**src/rtl/cpu_controller.sv**
```systemverilog
// Instruction-sequencing controller for the simple RISC CPU: fetch/decode/execute
// state machine that drives all datapath, PC, IR, address and memory-command controls.
module cpu_controller (
    input  logic        clk,
    input  logic        reset,
    input  logic [15:0] instr_in,
    output logic [2:0]  readnum,
    output logic [2:0]  writenum,
    output logic        write,
    output logic        loada,
    output logic        loadb,
    output logic        loadc,
    output logic        loads,
    output logic        asel,
    output logic        bsel,
    output logic [1:0]  ALUop,
    output logic [1:0]  shift,
    output logic [1:0]  vsel,
    output logic [15:0] sximm8,
    output logic [15:0] sximm5,
    output logic        load_ir,
    output logic        load_pc,
    output logic        reset_pc,
    output logic        load_addr,
    output logic        addr_sel,
    output logic [1:0]  mem_cmd,
    output logic        halt
);

    localparam int unsigned REG_W = 3;
    localparam int unsigned SEL_W = 2;

    localparam logic [SEL_W-1:0] MEM_NONE  = 2'b00;
    localparam logic [SEL_W-1:0] MEM_READ  = 2'b01;
    localparam logic [SEL_W-1:0] MEM_WRITE = 2'b10;

    localparam logic [SEL_W-1:0] VSEL_MDATA = 2'b00;
    localparam logic [SEL_W-1:0] VSEL_IMM8  = 2'b01;
    localparam logic [SEL_W-1:0] VSEL_C     = 2'b11;

    typedef enum logic [3:0] {
        S_RST,
        S_IF1,
        S_IF2,
        S_UPDATE_PC,
        S_DECODE,
        S_GET_A,
        S_GET_B,
        S_EXEC,
        S_WRITE_IMM,
        S_WRITE_C,
        S_ADDR,
        S_LOAD_ADDR,
        S_MEM_RD,
        S_MEM_WB,
        S_MEM_WR,
        S_HALT
    } state_e;

    state_e state_q, state_d;

    logic [2:0]       opcode;
    logic [1:0]       op;
    logic [REG_W-1:0] rn, rd, rm;
    logic [1:0]       sh;

    assign opcode = instr_in[15:13];
    assign op     = instr_in[12:11];
    assign rn     = instr_in[10:8];
    assign rd     = instr_in[7:5];
    assign sh     = instr_in[4:3];
    assign rm     = instr_in[2:0];

    assign sximm8 = {{8{instr_in[7]}}, instr_in[7:0]};
    assign sximm5 = {{11{instr_in[4]}}, instr_in[4:0]};

    // Instruction classes; anything not matched below is treated as HALT.
    logic is_movi, is_movr, is_alu, is_cmp, is_mvn, is_ldr, is_str;

    assign is_movi = (opcode == 3'b110) && (op == 2'b10);
    assign is_movr = (opcode == 3'b110) && (op == 2'b00);
    assign is_alu  = (opcode == 3'b101);
    assign is_cmp  = is_alu && (op == 2'b01);
    assign is_mvn  = is_alu && (op == 2'b11);
    assign is_ldr  = (opcode == 3'b011) && (op == 2'b00);
    assign is_str  = (opcode == 3'b100) && (op == 2'b00);

    always_ff @(posedge clk) begin
        if (reset) begin
            state_q <= S_RST;
        end else begin
            state_q <= state_d;
        end
    end

    always_comb begin
        state_d   = state_q;
        readnum   = '0;
        writenum  = '0;
        write     = 1'b0;
        loada     = 1'b0;
        loadb     = 1'b0;
        loadc     = 1'b0;
        loads     = 1'b0;
        asel      = 1'b0;
        bsel      = 1'b0;
        ALUop     = 2'b00;
        shift     = 2'b00;
        vsel      = VSEL_MDATA;
        load_ir   = 1'b0;
        load_pc   = 1'b0;
        reset_pc  = 1'b0;
        load_addr = 1'b0;
        addr_sel  = 1'b0;
        mem_cmd   = MEM_NONE;
        halt      = 1'b0;

        case (state_q)
            S_RST: begin
                reset_pc = 1'b1;
                load_pc  = 1'b1;
                state_d  = S_IF1;
            end
            S_IF1: begin
                addr_sel = 1'b1;
                mem_cmd  = MEM_READ;
                state_d  = S_IF2;
            end
            S_IF2: begin
                addr_sel = 1'b1;
                mem_cmd  = MEM_READ;
                load_ir  = 1'b1;
                state_d  = S_UPDATE_PC;
            end
            S_UPDATE_PC: begin
                load_pc = 1'b1;
                state_d = S_DECODE;
            end
            S_DECODE: begin
                if (is_movi)                state_d = S_WRITE_IMM;
                else if (is_movr || is_mvn) state_d = S_GET_B;
                else if (is_alu)            state_d = S_GET_A;
                else if (is_ldr || is_str)  state_d = S_GET_A;
                else                        state_d = S_HALT;
            end
            S_GET_A: begin
                readnum = rn;
                loada   = 1'b1;
                state_d = (is_ldr || is_str) ? S_ADDR : S_GET_B;
            end
            S_GET_B: begin
                readnum = is_str ? rd : rm;
                loadb   = 1'b1;
                state_d = S_EXEC;
            end
            S_EXEC: begin
                shift = is_str ? 2'b00 : sh;
                ALUop = is_alu ? op : 2'b00;
                asel  = is_movr || is_mvn || is_str;
                // CMP only updates status; all other ops capture the result in C.
                if (is_cmp) begin
                    loads   = 1'b1;
                    state_d = S_IF1;
                end else begin
                    loadc   = 1'b1;
                    state_d = is_str ? S_MEM_WR : S_WRITE_C;
                end
            end
            S_WRITE_IMM: begin
                vsel     = VSEL_IMM8;
                writenum = rn;
                write    = 1'b1;
                state_d  = S_IF1;
            end
            S_WRITE_C: begin
                vsel     = VSEL_C;
                writenum = rd;
                write    = 1'b1;
                state_d  = S_IF1;
            end
            S_ADDR: begin
                bsel    = 1'b1;
                loadc   = 1'b1;
                state_d = S_LOAD_ADDR;
            end
            S_LOAD_ADDR: begin
                load_addr = 1'b1;
                state_d   = is_str ? S_GET_B : S_MEM_RD;
            end
            S_MEM_RD: begin
                mem_cmd = MEM_READ;
                state_d = S_MEM_WB;
            end
            S_MEM_WB: begin
                mem_cmd  = MEM_READ;
                vsel     = VSEL_MDATA;
                writenum = rd;
                write    = 1'b1;
                state_d  = S_IF1;
            end
            S_MEM_WR: begin
                mem_cmd = MEM_WRITE;
                state_d = S_IF1;
            end
            S_HALT: begin
                halt    = 1'b1;
                state_d = S_HALT;
            end
            default: state_d = S_RST;
        endcase

        // Suppress every side-effecting strobe while reset is held, whatever the state.
        if (reset) begin
            write     = 1'b0;
            loada     = 1'b0;
            loadb     = 1'b0;
            loadc     = 1'b0;
            loads     = 1'b0;
            load_ir   = 1'b0;
            load_addr = 1'b0;
            mem_cmd   = MEM_NONE;
        end
    end

endmodule

```
**config.mk**
```make
export PLATFORM = sky130hd
export DESIGN_NAME = cpu_controller
export DESIGN_NICKNAME = d
export VERILOG_FILES = /design/src/rtl/cpu_controller.sv
export SDC_FILE = /design/constraint.sdc
export NUM_CORES = 1
export LEC_CHECK = 0
export CAP_MARGIN = 15
export CORE_ASPECT_RATIO = 1.75
export CORE_MARGIN = 8
export CORE_UTILIZATION = 37
export CTS_CLUSTER_DIAMETER = 30
export DETAILED_ROUTE_END_ITERATION = 12
export PLACE_DENSITY_LB_ADDON = 0.08
export SLEW_MARGIN = 20
export SYNTH_ARGS = -nofsm -noshare
export SYNTH_HDL_FRONTEND = slang
export SYNTH_SLANG_ARGS = --single-unit
```
**constraint.sdc**
```tcl
create_clock -name clk -period 3.7 [get_ports clk]
set_input_delay 1.11 -clock clk [delete_from_list [all_inputs] [get_ports clk]]
set_output_delay 1.11 -clock clk [all_outputs]
set_load 0.005 [all_outputs]
```
==> impl_metrics.tcl, run 1 <==
set metrics [dict create \
    detail_route.wirelength_um 4060 \
    setup-violations-final 0 \
    cts_tree "done" \
    wl_per_cell_um 17.3 \
    path_depth 4 \
    synthDominantCellAreaShare_pct 23.6 \
    final_core_util_pct 64.2 \
    fin_area_um2 1710 \
    cp.arrival_ps 2500 \
    power_frac_clock_pct 28.4 \
    placeableCoreArea_um2 2660 \
    synth-edff-count 0 \
    path_class "in2out" \
    grt_overflow_total 0 \
    top_cells_by_area_synth "buf_4 (24%), dfxtp_1 (7.9%), nor2_1 (6.6%), nand2b_1 (5.5%), nor3_1 (4.9%)" \
    grt_max_degree 17 \
    comb_power_share_pct 52.5 \
    io_buf_count 76 \
    seq_area_frac_synth_pct 7.87 \
    fin_hold_viols 0 \
    cts_inserted_buffers 3 \
    crit_family "buffers and inverters" \
    reg_top3 "state_q: 4 flops" \
    max_slew_margin_pct 64.1 \
    htree_levels 1 \
    layout.filler_cells 261 \
    fmax_ghz 0.277 \
    grt_first_pass_wirelength_um 6580 \
    cp_max_fo 10 \
    dieHeight_um 85.4 \
    fin_skew_ps 2.11 \
    row_count 25 \
    gp_congestion 0.867 \
    antenna_found_initial 0 \
    path_common_cell "clkdlybuf4s50_1" \
    maxSlewViolCount 0 \
    syn_nets 170 \
    cts_max_path_bufs 2 \
    timing.critical_path.slowest_stage_cell "clkdlybuf4s50_1" \
    dpl_cell_area_um2 1670 \
    io_pins 77 \
    die-area_um2 4750 \
    transition_at_the_pin_with_the_smallest_max_transition_slack_ps 538 \
    globalRouteTotalUtil_pct 16.5 \
    cts_num_sinks 4 \
    hp-class "reg2reg" \
    route.vias.total 1272 \
    r2r.worst_path.cells 4 \
    final_critical_delay_including_setup_and_external_delays_ps 3610 \
    worstSkewPairLatency_ps 210 \
    drive_gt1_share_pct 17.3 \
    cp_slowest_stage_delay_ps 570 \
    mappedNetlistArea_um2 1020 \
    outcome "finished clean" \
    register_containing_the_most_flip_flops_in_the_final_layout "state_q" \
    netlist.top_cell.by_area "buf_4" \
    root_buffer "clkbuf_8" \
    timing.final.crit_share_pct 97.6 \
    total_power_w 0.000316 \
    setup_repair_after_global_routing_missed_its_margin "no" \
    power-per-cell-area_nw_per_um2 185 \
    end_kind "output port" \
    crit_buf_inv 3 \
    avgViaCountPerCell 5.41 \
    synth.avg_cell_area_um2 6.69 \
    number_of_global_route_vias_before_repair 1314 \
    intPower_w 0.000214 \
    dpl.hpwl_um 3490 \
    syn-instance-count 152 \
    fin_worst_hold_slack_ps 803 \
    largest_reg_flops 4 \
    post_synthesis_async_set_or_reset_flop_share_pct 0 \
    power.switching_fraction_pct 32.1 \
    synth-main-ff-cell "dfxtp_1" \
    antennaDiodeCount 0 \
    yosys_register_bits 4 \
    first_iter_violations 37 \
    detail-route-antenna-nets 0 \
    setup.worst_path.start_class "primary input" \
    crit_path_cell_trace "clkdlybuf4s50_1 > buf_4 > nor4_2 > clkdlybuf4s50_1" \
    max_cap_violations 0 \
    finish.net_count 228 \
    syn_to_final_growth_pct 67.9 \
    power.net_switching_w 0.000101 \
    clk_pin_slew_worst_paths_ps 30 \
    drt_pass1_iterations 4 \
    yosys.cell_types.count 40 \
    initial_core_util_pct 38.3 \
    dieWidth_um 55.6 \
    cp_data_required_time_ps 2590 \
    power_leakage_nw 0.685 \
    share_seq_of_total_power_pct 19.1 \
    drt_drc_violations_left 0 \
    vdd.ir_drop.worst_uv 260 \
    whs_path_depth 2 \
    yosys_warnings 0 \
]
## layout make-up
class	instances	area (um2)	share of cell area (%)
Clock buffer	3	41.3	2.42
Inverter	5	18.8	1.10
Multi-Input combinational cell	101	648	37.9
Sequential cell	4	80.1	4.69
Tap cell	27	33.8	1.98
Timing Repair Buffer	95	886	51.9
## tightest hold or removal path, cell delays in order, from the launching register on
cell and delay (ps):
dfxtp_1 450, o21ai_0 160, a22o_1 150
## cell usage after synthesis, types with 2 or more instances
| library cell | instances |
|---|---|
| a211oi_1 | 3 |
| a21oi_1 | 5 |
| a22oi_1 | 3 |
| a311oi_1 | 2 |
| and2_1 | 2 |
| and3b_1 | 3 |
| buf_2 | 3 |
| buf_4 | 32 |
| clkbuf_1 | 6 |
| dfxtp_1 | 4 |
| inv_1 | 4 |
| mux2i_1 | 3 |
| nand2_1 | 10 |
| nand2b_1 | 9 |
| nand3_1 | 2 |
| nor2_1 | 18 |
| nor3_1 | 10 |
| nor4_1 | 4 |
| o21ai_0 | 6 |
| o31a_1 | 2 |
| or3b_2 | 2 |
## layer usage
metal	track usage [%]	routed length (um)	vias to the layer above
met5	0	0	-
met4	3.83	38	0
met3	4.33	254	4
met2	33.7	2410	54
met1	15.0	1360	597
li1	-	-	617
## kinds of logic (layout without fill, tap and decap cells)
group | Yosys count | count (layout) | share of synthesized area, %
AND/OR/NAND/NOR | 68 | 68 | 37.6
buffers and inverters | 47 | 103 | 30.3
AO/OA/AOI/OAI | 29 | 29 | 20.2
multiplexers | 4 | 4 | 4.06
flip-flops | 4 | 4 | 7.87
## power groups by stage
stage / Combinational, W / Sequential [W] / Clock [W]
2_1_floorplan: 0.0000929 / 0.0000502 / 0
3_3_place_gp: 0.000166 / 0.0000599 / 0
3_5_place_dp: 0.000168 / 0.0000604 / 0
4_1_cts: 0.000167 / 0.0000597 / 0.0000915
5_1_grt: 0.000180 / 0.0000615 / 0.0000966
6_report: 0.000166 / 0.0000602 / 0.0000897
## path summary, 6_finish.rpt
kind,slack (ps),startpoint,end
max reg2reg,1700,state_q[3],state_q[3]
min,800,state_q[0],state_q[1]
max,90,reset,load_ir
min reg2reg,800,state_q[0],state_q[1]
## metrics by stage
| stage | std cells | worst slack [ps] | setup TNS, ps |
|---|---|---|---|
| 2_1_floorplan | 152 | 406 | 0 |
| 3_3_place_gp | 232 | -415 | -3290 |
| 3_5_place_dp | 232 | -449 | -3790 |
| 4_1_cts | 236 | 13.6 | 0 |
| 5_1_grt | 235 | 13.7 | 0 |
| 6_report | 235 | 90.5 | 0 |
## cells in the final DEF, fill, tap and decap left out, types with 3 or more instances in the layout
cell,netlist,layout
a211oi_1,3,3
a21oi_1,5,4
a22oi_1,3,3
and3b_1,3,3
buf_4,32,19
clkbuf_8,0,3
clkdlybuf4s50_1,0,62
dfxtp_1,4,4
dlygate4sd2_1,0,12
inv_1,4,4
mux2i_1,3,3
nand2_1,10,10
nand2b_1,9,9
nor2_1,18,18
nor3_1,10,10
o21ai_0,6,5
## timing repair
item	in CTS	in global routing
endpoints found under the setup margin	10	5
pin swaps	2	2
gates resized for setup	20	3
setup buffers	1	0
endpoints found under the hold margin	0	0
hold buffers	0	0
No activity file was read; power rests on OpenSTA's default activity.
==> inputs of run 2 (changes only) <==
ABC_CLOCK_PERIOD_IN_PS = 3700   (was not set)
==> results of run 2 <==
The final DEF is identical to that of run 1; final timing and power are the same.
==> inputs of run 3 (changes only) <==
HOLD_SLACK_MARGIN = 0.1   (was not set)
==> results of run 3 <==
The final DEF is identical to that of run 1; final timing and power are the same.
